## src/rtl/atm_keypad_pkg.sv

```systemverilog
// Shared constants and types for the ATM keypad entry stage: key codes, FSM states, digit width.
package atm_keypad_pkg;

  localparam int DIGIT_W = 4;

  localparam logic [3:0] KEY_ENTER = 4'hA;
  localparam logic [3:0] KEY_BKSP  = 4'hB;
  localparam logic [3:0] KEY_CLEAR = 4'hC;

  typedef enum logic [1:0] {
    IDLE  = 2'd0,
    ENTRY = 2'd1,
    HOLD  = 2'd2
  } state_t;

  function automatic logic is_digit(input logic [3:0] code);
    return (code <= 4'd9);
  endfunction

endpackage

```

## src/rtl/atm_keypad_entry_if.sv

```systemverilog
// Keypad-side strobe inputs, downstream valid/ready field output, and status/debug signals.
// Handshake: a field transfers on any rising clk where entry_valid && entry_ready; entry_valid
// and entry_value hold steady until that cycle, and entry_valid never depends on entry_ready.
interface atm_keypad_entry_if #(
  parameter int DIGITS = 3
);
  import atm_keypad_pkg::*;

  localparam int VW = DIGIT_W * DIGITS;
  localparam int CW = $clog2(DIGITS + 1);

  logic          key_valid;
  logic [3:0]    key_code;
  logic          entry_ready;
  logic          entry_valid;
  logic [VW-1:0] entry_value;
  logic [CW-1:0] digit_count;
  logic          entry_error;
  logic          entry_timeout;
  logic          busy;
  state_t        state;

  modport master (
    output key_valid, key_code, entry_ready,
    input  entry_valid, entry_value, digit_count, entry_error, entry_timeout, busy, state
  );

  modport slave (
    input  key_valid, key_code, entry_ready,
    output entry_valid, entry_value, digit_count, entry_error, entry_timeout, busy, state
  );

endinterface

```

## src/rtl/atm_inactivity_timer.sv

```systemverilog
// Counts idle cycles while run is high; expire pulses on the last count unless a kick arrives.
module atm_inactivity_timer #(
  parameter int unsigned TIMEOUT_CYCLES = 1024
) (
  input  logic clk,
  input  logic rst,
  input  logic run,
  input  logic kick,
  output logic expire
);

  localparam int TW = (TIMEOUT_CYCLES > 2) ? $clog2(TIMEOUT_CYCLES) : 1;

  logic [TW-1:0] cnt;

  // A kick in the terminal cycle wins, so expiry is masked by it.
  assign expire = run && !kick && (cnt == TW'(TIMEOUT_CYCLES - 1));

  always_ff @(posedge clk) begin
    if (rst || !run || kick || expire) begin
      cnt <= '0;
    end else begin
      cnt <= cnt + TW'(1);
    end
  end

endmodule

```

## src/rtl/atm_keypad_entry.sv

```systemverilog
// Keypad digit collector: packs DIGITS BCD digits (first typed in the MS nibble) and offers them
// on a valid/ready handshake. Define ATM_KEYPAD_TIMEOUT_EN to enable the inactivity auto-clear.
module atm_keypad_entry
  import atm_keypad_pkg::*;
#(
  parameter int          DIGITS         = 3,
  parameter int unsigned TIMEOUT_CYCLES = 1024
) (
  input  logic                 clk,
  input  logic                 rst,
  atm_keypad_entry_if.slave    kp
);

  localparam int VW = DIGIT_W * DIGITS;
  localparam int CW = $clog2(DIGITS + 1);

  state_t        state;
  logic [VW-1:0] value_q;
  logic [CW-1:0] count_q;
  logic          valid_q;
  logic          error_q;
  logic          timeout_q;
  logic          busy_q;
  logic          expire;
  logic          full;

  assign full = (count_q == CW'(DIGITS));

`ifdef ATM_KEYPAD_TIMEOUT_EN
  atm_inactivity_timer #(
    .TIMEOUT_CYCLES (TIMEOUT_CYCLES)
  ) u_timer (
    .clk    (clk),
    .rst    (rst),
    .run    (state == ENTRY),
    .kick   (kp.key_valid),
    .expire (expire)
  );
`else
  localparam int unsigned UNUSED_TIMEOUT_CYCLES = TIMEOUT_CYCLES;
  assign expire = 1'b0;
`endif

  always_ff @(posedge clk) begin
    if (rst) begin
      state     <= IDLE;
      value_q   <= '0;
      count_q   <= '0;
      valid_q   <= 1'b0;
      error_q   <= 1'b0;
      timeout_q <= 1'b0;
      busy_q    <= 1'b0;
    end else begin
      error_q   <= 1'b0;
      timeout_q <= 1'b0;
      unique case (state)
        IDLE: begin
          if (kp.key_valid) begin
            if (is_digit(kp.key_code)) begin
              value_q <= VW'(kp.key_code);
              count_q <= CW'(1);
              state   <= ENTRY;
              busy_q  <= 1'b1;
            end else if (kp.key_code != KEY_BKSP && kp.key_code != KEY_CLEAR) begin
              error_q <= 1'b1;
            end
          end
        end

        ENTRY: begin
          if (kp.key_valid) begin
            if (is_digit(kp.key_code)) begin
              if (full) begin
                error_q <= 1'b1;
              end else begin
                value_q <= (value_q << DIGIT_W) | VW'(kp.key_code);
                count_q <= count_q + CW'(1);
              end
            end else if (kp.key_code == KEY_BKSP) begin
              value_q <= value_q >> DIGIT_W;
              count_q <= count_q - CW'(1);
              if (count_q == CW'(1)) begin
                state  <= IDLE;
                busy_q <= 1'b0;
              end
            end else if (kp.key_code == KEY_CLEAR) begin
              value_q <= '0;
              count_q <= '0;
              state   <= IDLE;
              busy_q  <= 1'b0;
            end else if (kp.key_code == KEY_ENTER && full) begin
              state   <= HOLD;
              valid_q <= 1'b1;
            end else begin
              error_q <= 1'b1;
            end
          end else if (expire) begin
            value_q   <= '0;
            count_q   <= '0;
            state     <= IDLE;
            busy_q    <= 1'b0;
            timeout_q <= 1'b1;
          end
        end

        HOLD: begin
          // Keys are dropped silently here, including one in the transfer cycle.
          if (kp.entry_ready) begin
            valid_q <= 1'b0;
            value_q <= '0;
            count_q <= '0;
            state   <= IDLE;
            busy_q  <= 1'b0;
          end
        end

        default: begin
          state   <= IDLE;
          valid_q <= 1'b0;
          value_q <= '0;
          count_q <= '0;
          busy_q  <= 1'b0;
        end
      endcase
    end
  end

  assign kp.entry_valid   = valid_q;
  assign kp.entry_value   = value_q;
  assign kp.digit_count   = count_q;
  assign kp.entry_error   = error_q;
  assign kp.entry_timeout = timeout_q;
  assign kp.busy          = busy_q;
  assign kp.state         = state;

endmodule
```

## src/flat_wrapper.sv

```systemverilog
// flat-port wrapper written by rule: the top's interface ports become plain ports
module atm_keypad_entry_flat import atm_keypad_pkg::*;
#(
  parameter int          DIGITS         = 3,
  parameter int unsigned TIMEOUT_CYCLES = 1024
)
  (clk, rst, kp_key_valid, kp_key_code, kp_entry_ready, kp_entry_valid, kp_entry_value, kp_digit_count, kp_entry_error, kp_entry_timeout, kp_busy, kp_state);
  atm_keypad_entry_if #(.DIGITS(DIGITS)) kp_i ();
  input  logic clk;
  input  logic rst;
  input wire logic [$bits(kp_i.key_valid)-1:0] kp_key_valid;
  input wire logic [$bits(kp_i.key_code)-1:0] kp_key_code;
  input wire logic [$bits(kp_i.entry_ready)-1:0] kp_entry_ready;
  output wire logic [$bits(kp_i.entry_valid)-1:0] kp_entry_valid;
  output wire logic [$bits(kp_i.entry_value)-1:0] kp_entry_value;
  output wire logic [$bits(kp_i.digit_count)-1:0] kp_digit_count;
  output wire logic [$bits(kp_i.entry_error)-1:0] kp_entry_error;
  output wire logic [$bits(kp_i.entry_timeout)-1:0] kp_entry_timeout;
  output wire logic [$bits(kp_i.busy)-1:0] kp_busy;
  output wire logic [$bits(kp_i.state)-1:0] kp_state;
  assign kp_i.key_valid = kp_key_valid;
  assign kp_i.key_code = kp_key_code;
  assign kp_i.entry_ready = kp_entry_ready;
  assign kp_entry_valid = kp_i.entry_valid;
  assign kp_entry_value = kp_i.entry_value;
  assign kp_digit_count = kp_i.digit_count;
  assign kp_entry_error = kp_i.entry_error;
  assign kp_entry_timeout = kp_i.entry_timeout;
  assign kp_busy = kp_i.busy;
  assign kp_state = kp_i.state;
  atm_keypad_entry #(.DIGITS(DIGITS), .TIMEOUT_CYCLES(TIMEOUT_CYCLES)) u_core (.clk(clk), .rst(rst), .kp(kp_i));
endmodule
```

## config.mk

```make
export PLATFORM = sky130hd
export DESIGN_NAME = atm_keypad_entry_flat
export DESIGN_NICKNAME = d
export VERILOG_FILES = /design/src/rtl/atm_keypad_pkg.sv /design/src/rtl/atm_keypad_entry_if.sv /design/src/rtl/atm_inactivity_timer.sv /design/src/rtl/atm_keypad_entry.sv /design/src/flat_wrapper.sv
export SDC_FILE = /design/constraint.sdc
export NUM_CORES = 1
export LEC_CHECK = 0
export CORE_MARGIN = 4
export CORE_UTILIZATION = 49
export CTS_CLUSTER_SIZE = 14
export DETAILED_ROUTE_END_ITERATION = 7
export GPL_TIMING_DRIVEN = 0
export PLACE_DENSITY = 0.8
export SETUP_SLACK_MARGIN = 0.15
export SLEW_MARGIN = 20
export SYNTH_ARGS = -nofsm -noshare
export SYNTH_HDL_FRONTEND = slang
export SYNTH_SLANG_ARGS = --single-unit
```

## constraint.sdc

```tcl
create_clock -name clk -period 3.4 [get_ports clk]
set_clock_uncertainty 0.2 [all_clocks]
set_input_delay 1.02 -clock clk [delete_from_list [all_inputs] [get_ports clk]]
set_output_delay 1.02 -clock clk [all_outputs]
set_load 0.03 [all_outputs]
```

==> results of run 1 <==
## sequential cells by signal (all words and copies together), names as in the netlist
register	count
u_core.kp.entry_value	12
u_core.kp.state	2
u_core.kp.digit_count	2
u_core.kp.entry_error	1
u_core.kp.busy	1
u_core.kp.entry_valid	1
## cell type report
type | count | share of cell area
Sequential cell | 19 | 0.256
Clock inverter | 1 | 0.00336
Tap cell | 28 | 0.0235
Timing Repair Buffer | 24 | 0.161
Multi-Input combinational cell | 99 | 0.470
Clock buffer | 3 | 0.0151
Inverter | 7 | 0.0177
Buffer | 15 | 0.0530
## metal layers
layer	up-vias	track usage
met4	0	0.0894
met5	-	0
met3	7	0.0339
li1	609	-
met1	604	0.314
met2	95	0.302
## stage by stage
| step | hold WS (ns) | util | total power, W | area (sq um) |
|---|---|---|---|---|
| detailed placement | 0.295 | 0.644 | 0.000449 | 1450 |
| global placement | 0.289 | 0.644 | 0.000446 | 1450 |
| CTS | 0.314 | 0.656 | 0.000564 | 1480 |
| floorplan | 0.408 | - | 0.000384 | 1180 |
| finish | 0.310 | 0.660 | 0.000569 | 1490 |
| global route | 0.332 | 0.660 | 0.000600 | 1490 |
## logic make-up (layout without fill, tap and decap cells)
family	after synthesis	after routing	share of synthesized area
AND/OR/NAND/NOR	36	36	0.189
buffers and inverters	22	50	0.0893
flip-flops	19	19	0.323
AO/OA/AOI/OAI	59	59	0.361
multiplexers	1	1	0.0127
other	1	1	0.00319
adder cells (fa/ha/maj)	2	2	0.0213
## repair_timing
action                     4_1_cts  5_1_grt
setup endpoints to repair        0        5
buffers inserted                 0        0
gates resized for setup          0        2
## worst paths after layout
| check | from | end | slack, ns | cells past startpoint |
|---|---|---|---|---|
| worst min register to register | u_core.kp.entry_value[11] | u_core.kp.entry_value[11] | 0.31 | 2 |
| worst max register to register | u_core.kp.digit_count[0] | u_core.kp.entry_value[8] | 1.22 | 6 |
| worst min-delay path | u_core.kp.entry_value[11] | u_core.kp.entry_value[11] | 0.31 | 2 |
| worst max-delay path | kp_key_code[3] | u_core.kp.state[1] | 0.34 | 6 |
## worst min-delay path, stage by stage, from the launching register on
cell and delay (ns):
dfxtp_1 0.35, o31ai_1 0.07, a21oi_1 0.06
## cells in the final DEF (no fill, tap or decap), types with 2 or more instances in the layout
cell type        netlist  routed
a22oi_1                7       7
a21oi_1                7       7
or2_2                  2       2
nor3_1                 3       3
nand2b_1               2       2
or4_1                  4       4
clkbuf_1               9       9
nor3b_1                3       3
clkdlybuf4s50_1        0      24
a221oi_1               2       2
o2111ai_1              2       2
clkbuf_4               0       3
nand2_1                2       2
a211oi_1              11      11
buf_2                  3       3
nor2_1                 5       5
ha_1                   2       2
nand3_1                7       7
inv_1                  7       7
dfxtp_1               19      19
and3b_1                2       2
a31oi_1               12      12
o21ai_0                3       3
buf_6                  2       2
o31ai_1                4       4
## power by group through the flow
| stage | clock (W) | combinational (W) | sequential (W) |
|---|---|---|---|
| 2_1_floorplan | 0 | 0.0000916 | 0.000292 |
| 3_3_place_gp | 0 | 0.000186 | 0.000260 |
| 3_5_place_dp | 0 | 0.000188 | 0.000261 |
| 4_1_cts | 0.000119 | 0.000189 | 0.000256 |
| 5_1_grt | 0.000131 | 0.000208 | 0.000260 |
| 6_report | 0.000119 | 0.000193 | 0.000256 |
==> results_dict.tcl, run 1 <==
set metrics [dict create \
    clk_latency_ns 0.30 \
    p_seq_frac 0.451 \
    vias 1315 \
    synth_cell_types 43 \
    power.internal_w 0.000361 \
    syn_area_sq_mm 0.00118 \
    drtIter0Drc 81 \
    wl_met1_microns 1390 \
    die_h_microns 57.0 \
    sw_frac_of_total 0.365 \
    power.density_mw_per_mm2 382 \
    clk_pin_slew_worst_paths_ns 0.12 \
    final-setup-viol-count 0 \
    synth_area_leaders "dfxtp_1, a211oi_1, a31oi_1" \
    max_cap_violations 0 \
    place_inst 192 \
    crit_type "in2reg" \
    syn_nets 150 \
    start_kind "input pin" \
    cts_buffer_depth 2 \
    tightestPinTransition_ns 0.616 \
    dp_slack_ns 0.0121 \
    synth_flop_cell "dfxtp_1" \
    multi_input_area_sq_um 699 \
    p_leak_nw 0.512 \
    fin_cells 196 \
    ant_nets 0 \
    met3_length_microns 352 \
    drcViolationCount 0 \
    hpwlAfterDp_microns 2390 \
    grt-ovfl-total 0 \
    initial_core_util 0.522 \
    synthTopCellsByCount "dfxtp_1, a31oi_1, a211oi_1, clkbuf_1" \
    cts_buffers 3 \
    relSlewSlack 0.588 \
    hp-class "reg2reg" \
    seq_area_sq_um 380 \
    crit_path_top_delay_cell "clkdlybuf4s50_1" \
    end_kind "register" \
    comb_power_share 0.340 \
    htree_num_levels 1 \
    arrival_ns 3.03 \
    io_buffers 24 \
    crit_fanout 10 \
    antenna_found_initial 0 \
    final_nets 179 \
    grt_max_degree 12 \
    min_period_ns 3.06 \
    core_sq_mm 0.00225 \
    yosysWarnings 0 \
    fin_crit_sh 0.901 \
    top_layer "met4" \
    synth_edf_count 0 \
    critPathTopFamily "buffers and inverters" \
    drt_first_pass_iters 5 \
    routed_wl_microns 3290 \
    ys_ff_latch 19 \
    finalSetupTns_ns 0 \
    area_delta_synth_final_pct 26.4 \
    worstPathCellList "clkdlybuf4s50_1 -> clkbuf_1 -> o21a_1 -> nor2_1 -> a2111oi_1 -> a221oi_1" \
    rsz0062_at_grt "false" \
    p_switching_w 0.000208 \
    layout_setup_ws_ns 0.336 \
    final.fill_count 195 \
    async_flop_share 0 \
    met2_length_microns 1490 \
    diodes 0 \
    grt_pass1_wl_microns 5660 \
    wl_per_cell_microns 16.8 \
    synth_area_leader_cell "dfxtp_1" \
    worstPathRequired_ns 3.36 \
    slew_violations 0 \
    dieWidth_microns 57.0 \
    ys_seq_area_frac 0.323 \
    viasPerCell 6.71 \
    cts.hold.buffers_added 0 \
    crit_buf_inv 2 \
    clock.fmax_mhz 326 \
    grt_util_all_layers 0.212 \
    finalHoldViolations 0 \
    ir_drop_mv 0.282 \
    place_congestion 0.932 \
    yosysMostFrequentCell "dfxtp_1" \
    ctsRootBufferMaster "clkbuf_4" \
    slowest_delay_ns 0.54 \
    avgSynthCellArea_sq_um 8.41 \
    die-area_sq_mm 0.00325 \
    clock_sinks 19 \
    drive_above_1_share 0.101 \
    ios 28 \
    grt_pass1_vias 1158 \
    cts_tree "done" \
    synth_top_area_share 0.323 \
    clockPowerShare 0.210 \
    postSynthCellCount 140 \
    rows 17 \
    outcome "complete, no violations" \
]
No activity file was read; power rests on OpenSTA's default activity.
==> inputs of run 2 (changes only) <==
--- a/config.mk
+++ b/config.mk
@@ -5,12 +5,13 @@
 export SDC_FILE = /design/constraint.sdc
 export NUM_CORES = 1
 export LEC_CHECK = 0
+export ABC_AREA = 1
 export CORE_MARGIN = 4
-export CORE_UTILIZATION = 49
+export CORE_UTILIZATION = 48
 export CTS_CLUSTER_SIZE = 14
 export DETAILED_ROUTE_END_ITERATION = 7
 export GPL_TIMING_DRIVEN = 0
-export PLACE_DENSITY = 0.8
+export PLACE_DENSITY = 0.79
 export SETUP_SLACK_MARGIN = 0.15
 export SLEW_MARGIN = 20
 export SYNTH_ARGS = -nofsm -noshare
==> run 2 against run 1 <==
  * Hold slack got worse by 0.038 ns
  * Largest power group is now combinational logic
  * Sequential power is 11% higher
  * Sequential cell count unchanged
  * Critical endpoint is now kp_state[0]
  * Core utilization fell by 0.67 points
  * Non-clock buffer count is 9 lower
  * Setup slack better by 0.32 ns
  * Global-route usage is 2.3 points lower
  * Final area decreased by 1.0%
==> results_dict.tcl, run 2 <==
set metrics [dict create \
    holdPathStages 2 \
    dieWidth_microns 57.0 \
    synth_area_leaders "dfxtp_1, nand2_1, nor2_1" \
    grt-ovfl-total 0 \
    power.density_mw_per_mm2 487 \
    ctsRootBufferMaster "clkbuf_4" \
    final_cell_mix "nand2_1, nor2_1, clkdlybuf4s50_1" \
    worstPathRequired_ns 2.18 \
    clk_latency_ns 0.29 \
    worst-r2r-cell-count 8 \
    synth_top_area_share 0.330 \
    die-area_sq_mm 0.00325 \
    p_seq_frac 0.396 \
    crit_buf_inv 1 \
    syn_area_sq_mm 0.00115 \
    power.internal_w 0.000425 \
    synth_edf_count 0 \
    comb_power_share 0.447 \
    min_from "u_core.kp.entry_valid" \
    drt_first_pass_iters 4 \
    postCtsSetupBuffers 0 \
    io_buffers 26 \
    sw_frac_of_total 0.407 \
    critical_path_cell_count 1 \
    hpwlAfterDp_microns 2260 \
    ir_drop_mv 0.388 \
    final_nets 230 \
    cts.hold.buffers_added 0 \
    r2r_slack_ns 1.69 \
    drive_above_1_share 0.0868 \
    clock.fmax_mhz 365 \
    finalSetupTns_ns 0 \
    rows 17 \
    p_leak_nw 0.683 \
    largest_reg_flops 12 \
    critPathTopFamily "buffers and inverters" \
    slew_violations 0 \
    final-setup-viol-count 0 \
    antenna_found_initial 0 \
    clockPowerShare 0.157 \
    arrival_ns 1.52 \
    clk_pin_slew_worst_paths_ns 0.10 \
    syn_nets 199 \
    clock_sinks 19 \
    synthTopCellsByCount "nand2_1, nor2_1, dfxtp_1, inv_1, nand3_1" \
    rr_endpoint "u_core.kp.digit_count[1]" \
    cts-resized-gates 0 \
    final_cell_area_sq_mm 0.00147 \
    synth_flop_cell "dfxtp_1" \
    vias 1256 \
    synth_cell_types 20 \
    grt_pass1_wl_microns 5080 \
    drcViolationCount 0 \
    drtIter0Drc 33 \
    cts_buffer_depth 2 \
    rsz0062_at_grt "false" \
    wl_per_cell_microns 11.8 \
    place_congestion 0.902 \
    worstReg2RegStart "u_core.kp.state[0]" \
    die_h_microns 57.0 \
    finalPower_w 0.000717 \
    cts_tree "done" \
    p_switching_w 0.000291 \
    end_kind "primary output" \
    fin_crit_sh 0.806 \
    routed_wl_microns 2920 \
    yosysMostFrequentCell "nand2_1" \
    diodes 0 \
    postPlaceCellArea_sq_mm 0.00145 \
    area_delta_synth_final_pct 27.9 \
    ys_ff_latch 19 \
    max_cap_violations 0 \
    crit_type "reg2out" \
    final_common_cell "nand2_1" \
    worstPathCellList "clkdlybuf4s50_1" \
    grt_pass1_vias 1193 \
    cts_buffers 3 \
    crit_fanout 7 \
    min_period_ns 2.74 \
    synth_area_leader_cell "dfxtp_1" \
    ios 28 \
    async_flop_share 0 \
    htree_num_levels 1 \
    core_sq_mm 0.00225 \
    grt_max_degree 11 \
    avgSynthCellArea_sq_um 6.09 \
    yosysWarnings 0 \
    viasPerCell 5.09 \
    ant_nets 0 \
    crit_path_top_delay_cell "clkdlybuf4s50_1" \
    ys_seq_area_frac 0.330 \
    finalHoldViolations 0 \
    initial_core_util 0.511 \
    hp-class "reg2reg" \
    slowest_delay_ns 0.74 \
    start_kind "register" \
    postSynthCellCount 189 \
    critPathCapture "kp_state[0]" \
    critPathLaunch "u_core.kp.state[0]" \
    outcome "complete, no violations" \
    grt_util_all_layers 0.189 \
]
==> run 2: area by class of cell <==
type / count / area (sq um)
Buffer: 4 / 35.0
Clock buffer: 4 / 26.3
Fill cell: 231 / 782
Inverter: 21 / 78.8
Multi-Input combinational cell: 145 / 657
Sequential cell: 19 / 380
Tap cell: 28 / 35.0
Timing Repair Buffer: 26 / 260
==> run 2: cell families (layout without fill, tap and decap cells) <==
kind of cell,Yosys count,after routing,synth area share
compound gates,15,15,0.0652
fa+ha+maj,2,2,0.0217
buf+inv,25,55,0.0989
flops,19,19,0.330
other cells,1,1,0.00326
simple gates,127,127,0.480
==> run 2: per-layer routing <==
metal | part of all wire | vias to the layer above | global-route usage
li1 | - | 645 | -
met4 | 0.0079 | 0 | 0.0265
met3 | 0.062 | 4 | 0.0498
met1 | 0.44 | 572 | 0.238
met5 | 0 | - | 0
met2 | 0.49 | 35 | 0.333
==> run 2: worst min-delay path by stage <==
stage	endpoint	slack (ns)
floorplan	u_core.kp.entry_valid	0.38
global placement	u_core.kp.busy	0.25
detailed placement	u_core.kp.entry_valid	0.26
CTS	u_core.kp.entry_valid	0.28
global route	u_core.kp.entry_valid	0.31
finish	u_core.kp.entry_valid	0.27
==> run 2: through the flow <==
step / hold slack (ns) / utilization / instances / setup WS, ns
after floorplan: 0.379 / - / 189 / 1.22
after global placement: 0.251 / 0.642 / 243 / 0.550
after detailed placement: 0.258 / 0.642 / 243 / 0.514
after CTS: 0.275 / 0.653 / 247 / 0.642
after global routing: 0.309 / 0.653 / 247 / 0.592
final: 0.272 / 0.653 / 247 / 0.659
==> run 2: power by group through the flow <==
stage                     Clock, W  Sequential, W  Combinational, W
after floorplan                  0       0.000347          0.000153
after global placement           0       0.000287          0.000316
after detailed placement         0       0.000289          0.000320
after CTS                 0.000117       0.000284          0.000322
after global routing      0.000132       0.000289          0.000356
final                     0.000113       0.000284          0.000320
